<file path="config.mk">
export PLATFORM = sky130hd
export DESIGN_NAME = fetch_stage_flat
export DESIGN_NICKNAME = d
export VERILOG_FILES = /design/src/rtl/fetch_stage_if.sv /design/src/rtl/fetch_stage.sv /design/src/flat_wrapper.sv
export SDC_FILE = /design/constraint.sdc
export NUM_CORES = 1
export LEC_CHECK = 0
export ABC_AREA = 1
export BUFFER_PORTS_ARGS = -buffer_cell sky130_fd_sc_hd__buf_2
export CAP_MARGIN = 20
export CORE_ASPECT_RATIO = 1.5
export CORE_MARGIN = 2
export CORE_UTILIZATION = 40
export CTS_BUF_LIST = sky130_fd_sc_hd__clkbuf_8
export DETAILED_ROUTE_END_ITERATION = 7
export PLACE_DENSITY = 0.7
export SLEW_MARGIN = 20
export SYNTH_ARGS = -nofsm -noshare
export SYNTH_HDL_FRONTEND = slang
export SYNTH_SLANG_ARGS = --single-unit
</file>
<file path="constraint.sdc">
create_clock -name clk -period 2.3 [get_ports clk]
set_clock_uncertainty 0.2 [all_clocks]
set_input_delay 0.115 -clock clk [delete_from_list [all_inputs] [get_ports clk]]
set_output_delay 0.115 -clock clk [all_outputs]
set_load 0.02 [all_outputs]
</file>
<file path="src/rtl/fetch_stage_if.sv">
// Bus between the fetch stage and its surroundings: instruction memory,
// decode-side control (stall/redirect) and the IF/ID register outputs.
interface fetch_stage_if;
    logic [31:0] imem_addr;
    logic [31:0] imem_data;
    logic        stall;
    logic        branch_taken;
    logic [31:0] branch_target;
    logic        jump;
    logic [31:0] jump_target;
    logic [31:0] if_id_instr;
    logic [31:0] if_id_pc4;
    logic        if_id_valid;

    modport master (
        output imem_addr,
        input  imem_data,
        input  stall,
        input  branch_taken,
        input  branch_target,
        input  jump,
        input  jump_target,
        output if_id_instr,
        output if_id_pc4,
        output if_id_valid
    );

    modport slave (
        input  imem_addr,
        output imem_data,
        output stall,
        output branch_taken,
        output branch_target,
        output jump,
        output jump_target,
        input  if_id_instr,
        input  if_id_pc4,
        input  if_id_valid
    );
endinterface

</file>
<file path="src/rtl/fetch_stage.sv">
// Instruction-fetch stage: program counter plus IF/ID pipeline register.
// Define BRANCH_DELAY_SLOT_EN to keep the delay-slot instruction instead of squashing it.
module fetch_stage #(
    parameter logic [31:0] RESET_PC  = 32'h0000_0000,
    parameter logic [31:0] NOP_INSTR = 32'h0000_0000
) (
    input  logic           clk,
    input  logic           reset,
    fetch_stage_if.master  bus
);

    logic [31:0] r_pc;
    logic [31:0] r_instr;
    logic [31:0] r_pc4;
    logic        r_valid;

    logic [31:0] w_pcPlus4;
    logic        w_redirect;
    logic [31:0] w_target;

    assign w_pcPlus4  = r_pc + 32'd4;
    assign w_redirect = bus.jump | bus.branch_taken;
    assign w_target   = bus.jump ? bus.jump_target : bus.branch_target;

    // Priority: reset > stall > redirect > sequential; a stalled redirect is dropped.
    always_ff @(posedge clk or negedge reset) begin
        if (!reset) begin
            r_pc    <= RESET_PC;
            r_instr <= NOP_INSTR;
            r_pc4   <= 32'd0;
            r_valid <= 1'b0;
        end else if (!bus.stall) begin
            if (w_redirect) begin
                r_pc <= w_target;
`ifdef BRANCH_DELAY_SLOT_EN
                r_instr <= bus.imem_data;
                r_pc4   <= w_pcPlus4;
                r_valid <= 1'b1;
`else
                r_instr <= NOP_INSTR;
                r_pc4   <= 32'd0;
                r_valid <= 1'b0;
`endif
            end else begin
                r_pc    <= w_pcPlus4;
                r_instr <= bus.imem_data;
                r_pc4   <= w_pcPlus4;
                r_valid <= 1'b1;
            end
        end
    end

    assign bus.imem_addr   = r_pc;
    assign bus.if_id_instr = r_instr;
    assign bus.if_id_pc4   = r_pc4;
    assign bus.if_id_valid = r_valid;

endmodule

</file>
<file path="src/flat_wrapper.sv">
// flat-port wrapper written by rule: the top's interface ports become plain ports
module fetch_stage_flat 
#(
    parameter logic [31:0] RESET_PC  = 32'h0000_0000,
    parameter logic [31:0] NOP_INSTR = 32'h0000_0000
)
  (clk, reset, bus_imem_addr, bus_imem_data, bus_stall, bus_branch_taken, bus_branch_target, bus_jump, bus_jump_target, bus_if_id_instr, bus_if_id_pc4, bus_if_id_valid);
  fetch_stage_if bus_i ();
  input  logic clk;
  input  logic reset;
  output wire logic [$bits(bus_i.imem_addr)-1:0] bus_imem_addr;
  input wire logic [$bits(bus_i.imem_data)-1:0] bus_imem_data;
  input wire logic [$bits(bus_i.stall)-1:0] bus_stall;
  input wire logic [$bits(bus_i.branch_taken)-1:0] bus_branch_taken;
  input wire logic [$bits(bus_i.branch_target)-1:0] bus_branch_target;
  input wire logic [$bits(bus_i.jump)-1:0] bus_jump;
  input wire logic [$bits(bus_i.jump_target)-1:0] bus_jump_target;
  output wire logic [$bits(bus_i.if_id_instr)-1:0] bus_if_id_instr;
  output wire logic [$bits(bus_i.if_id_pc4)-1:0] bus_if_id_pc4;
  output wire logic [$bits(bus_i.if_id_valid)-1:0] bus_if_id_valid;
  assign bus_imem_addr = bus_i.imem_addr;
  assign bus_i.imem_data = bus_imem_data;
  assign bus_i.stall = bus_stall;
  assign bus_i.branch_taken = bus_branch_taken;
  assign bus_i.branch_target = bus_branch_target;
  assign bus_i.jump = bus_jump;
  assign bus_i.jump_target = bus_jump_target;
  assign bus_if_id_instr = bus_i.if_id_instr;
  assign bus_if_id_pc4 = bus_i.if_id_pc4;
  assign bus_if_id_valid = bus_i.if_id_valid;
  fetch_stage #(.RESET_PC(RESET_PC), .NOP_INSTR(NOP_INSTR)) u_core (.clk(clk), .reset(reset), .bus(bus_i));
endmodule
</file>
# After elaboration in Yosys (flattened, before gate mapping)
# Cells that the tools add are included.
# word_totals
latch_bits	0
regBits	97
ramBits	0
n_memories	0
rom_bits	0
wordCells	11
output_inout_bits	97
in_bits	101
# op_classes
n_eq_ne	0
mul	0
bitwise_logic	1
div_mod_pow	0
order_cmp	0
n_addsub	1
n_reduce_logical	0
n_mux	5
shift	0
# op_table
op	count
32-bit two-way mux	4
32-bit by 3-bit adder with 32-bit output, second input constant	1
1-bit two-way mux	1
1-bit bitwise OR	1

# Logic depth before layout (Yosys ltp)
# Gate-level depths: netlist of run 1.
# logic_depth
ltp_word	2
mapped_depth	12
depth_no_buf	11

# Least setup slack after synthesis of run 1
# No wires, ideal clock.
# synth_path
path_kind	register to register
start	register u_core.r_pc[3] (netlist: u_core.bus.imem_addr[3])
end	register u_core.r_pc[26] (netlist: u_core.bus.imem_addr[26])
setup_time_ns	0.117
setup_slack_ns	0.499
path_stages_with_launch	11
period_less_slack_ns	1.801
arrival_ns	1.484
required_ns	1.983
n_path_buf	0
cell_sequence	dfrtp_1 -> ha_1 -> nand2_1 -> nor2_2 -> nand2_4 -> nor2_4 -> nand3_1 -> nand3_1 -> nand2_1 -> nand2_1 -> nand2_1
# synth_via
elab_chain_len	2
# synth_lines
item	line	rtl
start: declaration	fetch_stage.sv:12	logic [31:0] r_pc;
start signal: assignment	fetch_stage.sv:34	r_pc <= w_target;
start signal: assignment	fetch_stage.sv:45	r_pc <= w_pcPlus4;
32-bit by 3-bit adder with 32-bit output	fetch_stage.sv:21	assign w_pcPlus4 = r_pc + 32'd4;
32-bit two-way mux	fetch_stage.sv:33	if (w_redirect) begin
# No other way between the ends.
# A chain may end at the register's enable or synchronous reset.

# Worst setup path in the final report of run 1
# layout_path
start	register u_core.r_pc[3] (netlist: u_core.bus.imem_addr[3])
end	register u_core.r_pc[10] (netlist: u_core.bus.imem_addr[10])
# Same word-level chain as after synthesis.

==> metrics, run 1 <==
status complete, no violations; Slew HR 55.1%; worst-path fanout max 4; Worst Setup Path Type flip-flop to flip-flop; Via Count 5118; CTS H-Tree Depth 3; RSZ-0062 raised after global routing no; most common cell in the netlist nand2_1; Worst-Skew Late Latency 380 ps; Hold WC Path Type input pin to flip-flop; average cell area after synthesis 8.51 um^2; Max-Cap Viols 0; total CTS buffers 9; crit path time final 2180 ps; WP data arrival 2300 ps; clk slew on worst S/H paths 100 ps; top cells by area, synth dfrtp_1, nand2_1, a22o_1; r2r startpoint u_core.bus.imem_addr[3]; gpl congestion 0.900; number of global-route vias before repair 5173; 1st-pass router iterations 5; vias per cell 5.11; final hold viol count 0; ys async rst share 100%; slowest CP cell dlygate4sd3_1; DRT antenna net count 0; Setup TNS Final 0 ps; Slew @ Worst Pin 674 ps; Max stage delay on crit path 570 ps; die height 137 um; Max Fclk 458 MHz; Power per Cell Area 600 nW/um^2; Data required, critical path 2420 ps; global-route wire length before repair 25200 um; final setup fails 0; CTS tree built; clk buf depth 2; Layout area overhead 49.3%; area leader, netlist dfrtp_1; overall power 4.26 mW; Yosys Warn Count 0; Remaining DRCs 0; crit end category flip-flop; CP most frequent cell nand2_1; IO Pins 198; EDFF count, synth 0; count of buffers from port buffering 197; core area 11500 um^2; dpl hpwl 11300 um; post-synthesis sequential area ratio 51.1%; initial drt markers 321; DIE AREA 12800 um^2; hold_sp bus_branch_target[25]; Synth top area share 51.1%; number of diodes 0; clk root buf clkbuf_8; initial antenna violation count 0; crit path cell chain ha_2 -> nand2_1 -> nor2_4 -> nand2_4 -> nand2_1 -> nand3_1 -> a32oi_1 -> dlygate4sd3_1; crit share post-route 95.0%; Routed WL per cell 16.4 um; critical path startpoint category flip-flop; Worst Hold Depth 5; gr ovfl total 0; Commonest cells post-synth nand2_1, dfrtp_1, nor2_1; Cell variety after synth 35; largest net degree at the start of global routing 60; num rows 48; syn_nets 660; Max rail drop VDD 288 uV; Die Wd 93.0 um; CP Launch Point u_core.bus.imem_addr[3]; starting density of the core 41.2%; Total Routing Usage GR 25.5%; cell area after synthesis 4750 um^2; clk sinks 97; WL final 16500 um; cells on worst reg2reg path 8; Mapped Cells 558; layout cell share with drive strength beyond 1 29.8%; final-stage net count 949; max-slew violation count 0; dominant synthesized flop cell dfrtp_1; leakage power 3.72 nW; flops & latches, synth 97
[worst paths after layout]
kind	to	slack [ps]
max in group asynchronous	u_core.bus.if_id_instr[31]	1150
worst max register to register	u_core.bus.imem_addr[10]	120
min in group asynchronous	u_core.bus.if_id_instr[29]	60
worst min-delay path	u_core.bus.imem_addr[25]	20
worst min register to register	u_core.bus.if_id_pc4[5]	280
worst max-delay path	u_core.bus.imem_addr[10]	120
[metal layers]
layer / part of all wire [%] / GRT usage [%]
met5: 0 / 0
met4: 2.5 / 10.4
met3: 6.1 / 4.21
met2: 53 / 47.5
met1: 38 / 28.7
[metrics by stage]
stage / utilization [%] / area [um^2] / setup WS (ps) / hold WS (ps) / cells
finish: 61.5 / 7090 / 116 / 18.7 / 1002
CTS: 61.4 / 7080 / 70.5 / 2.52 / 1001
floorplan: - / 4750 / 499 / -381 / 558
global route: 61.5 / 7090 / 11.1 / 61.2 / 1002
global placement: 51.0 / 5880 / 408 / -65.6 / 887
detailed placement: 51.0 / 5880 / 414 / -52.7 / 887
[registers in the layout, summed over array words and instances, names as in the netlist]
| name | flops |
|---|---|
| u_core.bus.imem_addr | 32 |
| u_core.bus.if_id_instr | 32 |
| u_core.bus.if_id_pc4 | 32 |
| u_core.bus.if_id_valid | 1 |
[area by class of cell]
| cell class | count | area [um^2] |
|---|---|---|
| Timing Repair Buffer | 306 | 2070 |
| Clock inverter | 5 | 61.3 |
| Clock buffer | 11 | 151 |
| Tap cell | 150 | 188 |
| Multi-Input combinational cell | 400 | 2070 |
| Inverter | 33 | 124 |
| Sequential cell | 97 | 2430 |
| Fill cell | 1041 | 4440 |
[what timing repair did]
action                                  CTS  global route
buffers inserted                          0             1
endpoints found under the setup margin    0             1
hold endpoints to repair                147             0
gates resized for setup                   0             2
hold buffers                             98             0
[cells in the final DEF (no fill, tap or decap), types with 2 or more instances in the layout]
| cell type | count |
|---|---|
| nand3_1 | 33 |
| xor2_1 | 2 |
| nand2_1 | 169 |
| buf_4 | 12 |
| clkbuf_8 | 11 |
| nor2_2 | 2 |
| xnor2_1 | 3 |
| o21ai_0 | 11 |
| dfrtp_1 | 97 |
| a31oi_1 | 5 |
| buf_2 | 195 |
| clkinv_4 | 2 |
| a22oi_1 | 10 |
| nor2_1 | 52 |
| nand2_2 | 4 |
| a22o_1 | 33 |
| nor2_4 | 11 |
| a21oi_1 | 22 |
| dlygate4sd3_1 | 98 |
| nand2_4 | 2 |
| inv_1 | 30 |
| o211ai_1 | 10 |
| o21bai_1 | 2 |
| nor3_1 | 4 |
| nand4_1 | 5 |
| or2_2 | 7 |
| o311ai_0 | 3 |
| a221oi_1 | 2 |
| o21ai_1 | 3 |
| inv_2 | 2 |
| nand3b_1 | 2 |
[logic make-up (layout without fill, tap and decap cells)]
logic type / count (synthesis) / after routing / share of synthesized area, %
buffers and inverters: 61 / 355 / 5.48
adder cells (fa/ha/maj): 1 / 1 / 0.263
AND/OR/NAND/NOR: 291 / 291 / 26.9
XOR/XNOR: 5 / 5 / 0.922
flip-flops: 97 / 97 / 51.1
AO/OA/AOI/OAI: 103 / 103 / 15.3
[power breakdown]
| group | total [mW] | internal [mW] | leakage [nW] | switching, mW |
|---|---|---|---|---|
| clock | 1.18 | 0.568 | 0.110 | 0.611 |
| combinational | 1.07 | 0.453 | 2.35 | 0.615 |
| sequential | 2.01 | 1.85 | 1.26 | 0.163 |
[worst max-delay path: cells and delay by family (launching register included)]
family                     cells  cell delay [ps]
AOI/OAI and AO/OA              1              190
adders and majority gates      1              210
buffers and inverters          1              570
DFF                            1              400
and+or+nand+nor                5              560
Power figures use the tool's default switching activity.
==> inputs of run 2 (changes only) <==
--- a/config.mk
+++ b/config.mk
@@ -13,8 +13,8 @@
 export CORE_UTILIZATION = 40
 export CTS_BUF_LIST = sky130_fd_sc_hd__clkbuf_8
 export DETAILED_ROUTE_END_ITERATION = 7
-export PLACE_DENSITY = 0.7
-export SLEW_MARGIN = 20
+export PLACE_DENSITY = 0.65
+export SLEW_MARGIN = 10
 export SYNTH_ARGS = -nofsm -noshare
 export SYNTH_HDL_FRONTEND = slang
 export SYNTH_SLANG_ARGS = --single-unit
==> run 2 against run 1 <==
Against the previous run:
- core utilization fell by 0.11 points
- via count decreased by 1.5%
- cell area is 0.18% lower
- non-clock buffer count down 1
- cell count hardly changed
- flip-flop and latch count unchanged
- sequential share of layout area grew 0.060 points
- critical path depth did not move
- critical path type unchanged
==> metrics, run 2 (synthesis results as in run 1) <==
max-slew violation count 0; Max-Cap Viols 0; Worst-Skew Late Latency 370 ps; layout cell share with drive strength beyond 1 29.3%; Int Pwr 2.83 mW; Max rail drop VDD 367 uV; WL final 16000 um; final hold viol count 0; worst-path fanout max 4; crit path time final 2190 ps; leading cell types in the layout, fill and taps excluded buf_2, nand2_1, dlygate4sd3_1; Clock power frac 27.5%; Data required, critical path 2410 ps; starting density of the core 41.2%; family with the most delay on the worst path simple AND/OR/NAND/NOR gates; CP most frequent cell nand2_1; vias per cell 5.03; die height 137 um; IO Pins 198; core area 11500 um^2; CTS tree built; num rows 48; WP data arrival 2300 ps; number of global-route vias before repair 5168; Gate power share 24.8%; Post-CTS Setup Inserts 0; Worst Setup Path Type flip-flop to flip-flop; Max stage delay on crit path 560 ps; Setup TNS Final 0 ps; Power per Cell Area 597 nW/um^2; most common cell after layout, fill and taps aside buf_2; DIE AREA 12800 um^2; clk root buf clkbuf_8; crit share post-route 95.1%; crit path cell chain ha_1 -> nand2_1 -> nor2_4 -> nand2_4 -> nand2_1 -> nand3_1 -> a32oi_1 -> dlygate4sd3_1; Slew @ Worst Pin 619 ps; global-route wire length before repair 25400 um; Util after Layout 61.4%; clk slew on worst S/H paths 100 ps; initial antenna violation count 0; Die Wd 93.0 um; final-stage net count 948; Sequential Power Share 47.7%; largest net degree at the start of global routing 64; Hold WC Path Type input pin to flip-flop; Via Count 5040; CTS H-Tree Depth 3; 1st-pass router iterations 4; clk sinks 97; Max Fclk 457 MHz; gr ovfl total 0; Layout area overhead 49.1%; Sw Ratio 33.0%; number of diodes 0; Worst Path Buf+Inv 1; clk buf depth 2; slowest CP cell dlygate4sd3_1; RSZ-0062 raised after global routing no; leakage power 3.71 nW; status complete, no violations; Slew HR 58.6%; count of buffers from port buffering 197; DRT antenna net count 0; initial drt markers 258; Remaining DRCs 0; crit end category flip-flop; total CTS buffers 9; gpl congestion 0.895; final setup fails 0; Sw Pwr 1.39 mW; critical path startpoint category flip-flop; Setup WS pre-CTS 388 ps; Setup WS post-layout 113 ps; Routed WL per cell 16.0 um; Total Routing Usage GR 25.6%; dpl hpwl 10800 um
-- run 2: area by class of cell --
| type | count | area [um^2] |
|---|---|---|
| tap | 150 | 188 |
| multi-input combinational | 400 | 2070 |
| clock buffer | 10 | 138 |
| fill | 1061 | 4450 |
| timing repair buffer | 305 | 2070 |
| sequential | 97 | 2430 |
| clock inverter | 6 | 65.1 |
| inverter | 33 | 124 |
-- run 2: path summary, 6_finish.rpt --
| path | startpoint | end | slack [ps] | cells past startpoint |
|---|---|---|---|---|
| worst min-delay path | bus_stall | u_core.bus.if_id_valid | 20 | 3 |
| min in group asynchronous | reset | u_core.bus.if_id_instr[4] | 40 | 2 |
| worst max register to register | u_core.bus.imem_addr[3] | u_core.bus.imem_addr[10] | 110 | 8 |
| max in group asynchronous | reset | u_core.bus.imem_addr[5] | 1140 | 3 |
| worst min register to register | u_core.bus.if_id_pc4[22] | u_core.bus.if_id_pc4[22] | 280 | 2 |
| worst max-delay path | u_core.bus.imem_addr[3] | u_core.bus.imem_addr[10] | 110 | 8 |
-- run 2: timing repair --
item | CTS | global route
endpoints found under the hold margin | 171 | 0
resized for setup | 0 | 2
hold buffers | 101 | 0
endpoints found under the setup margin | 0 | 2
-- run 2: metrics by stage --
| stage | cell area, um^2 | power, mW | instances | hold slack [ps] |
|---|---|---|---|---|
| 5_1_grt | 7080 | 4.46 | 1001 | 25.2 |
| 4_1_cts | 7080 | 4.25 | 1001 | 8.63 |
| 3_3_place_gp | 5860 | 2.92 | 884 | -103 |
| 3_5_place_dp | 5860 | 2.93 | 884 | -91.2 |
| 6_report | 7080 | 4.23 | 1001 | 21.4 |
| 2_1_floorplan | 4750 | 2.53 | 558 | -381 |
-- run 2: per-layer routing --
metal,up-vias,global-route usage (%),part of all wire [%]
li1,2440,-,-
met1,2367,29.9,39
met2,203,46.2,52
met3,30,4.70,5.9
met4,0,9.72,2.8
met5,-,0,0
-- run 2: tightest hold or removal path, cell delays in order --
cell and delay [ps]:
buf_4 210, nor2_4 130, nor2_1 100
-- run 2: power groups by stage --
stage | clock network [mW] | logic [mW] | registers (mW)
floorplan | 0 | 0.341 | 2.19
global placement | 0 | 0.877 | 2.04
detailed placement | 0 | 0.886 | 2.05
CTS | 1.19 | 1.05 | 2.01
global route | 1.27 | 1.14 | 2.04
finish | 1.16 | 1.05 | 2.02
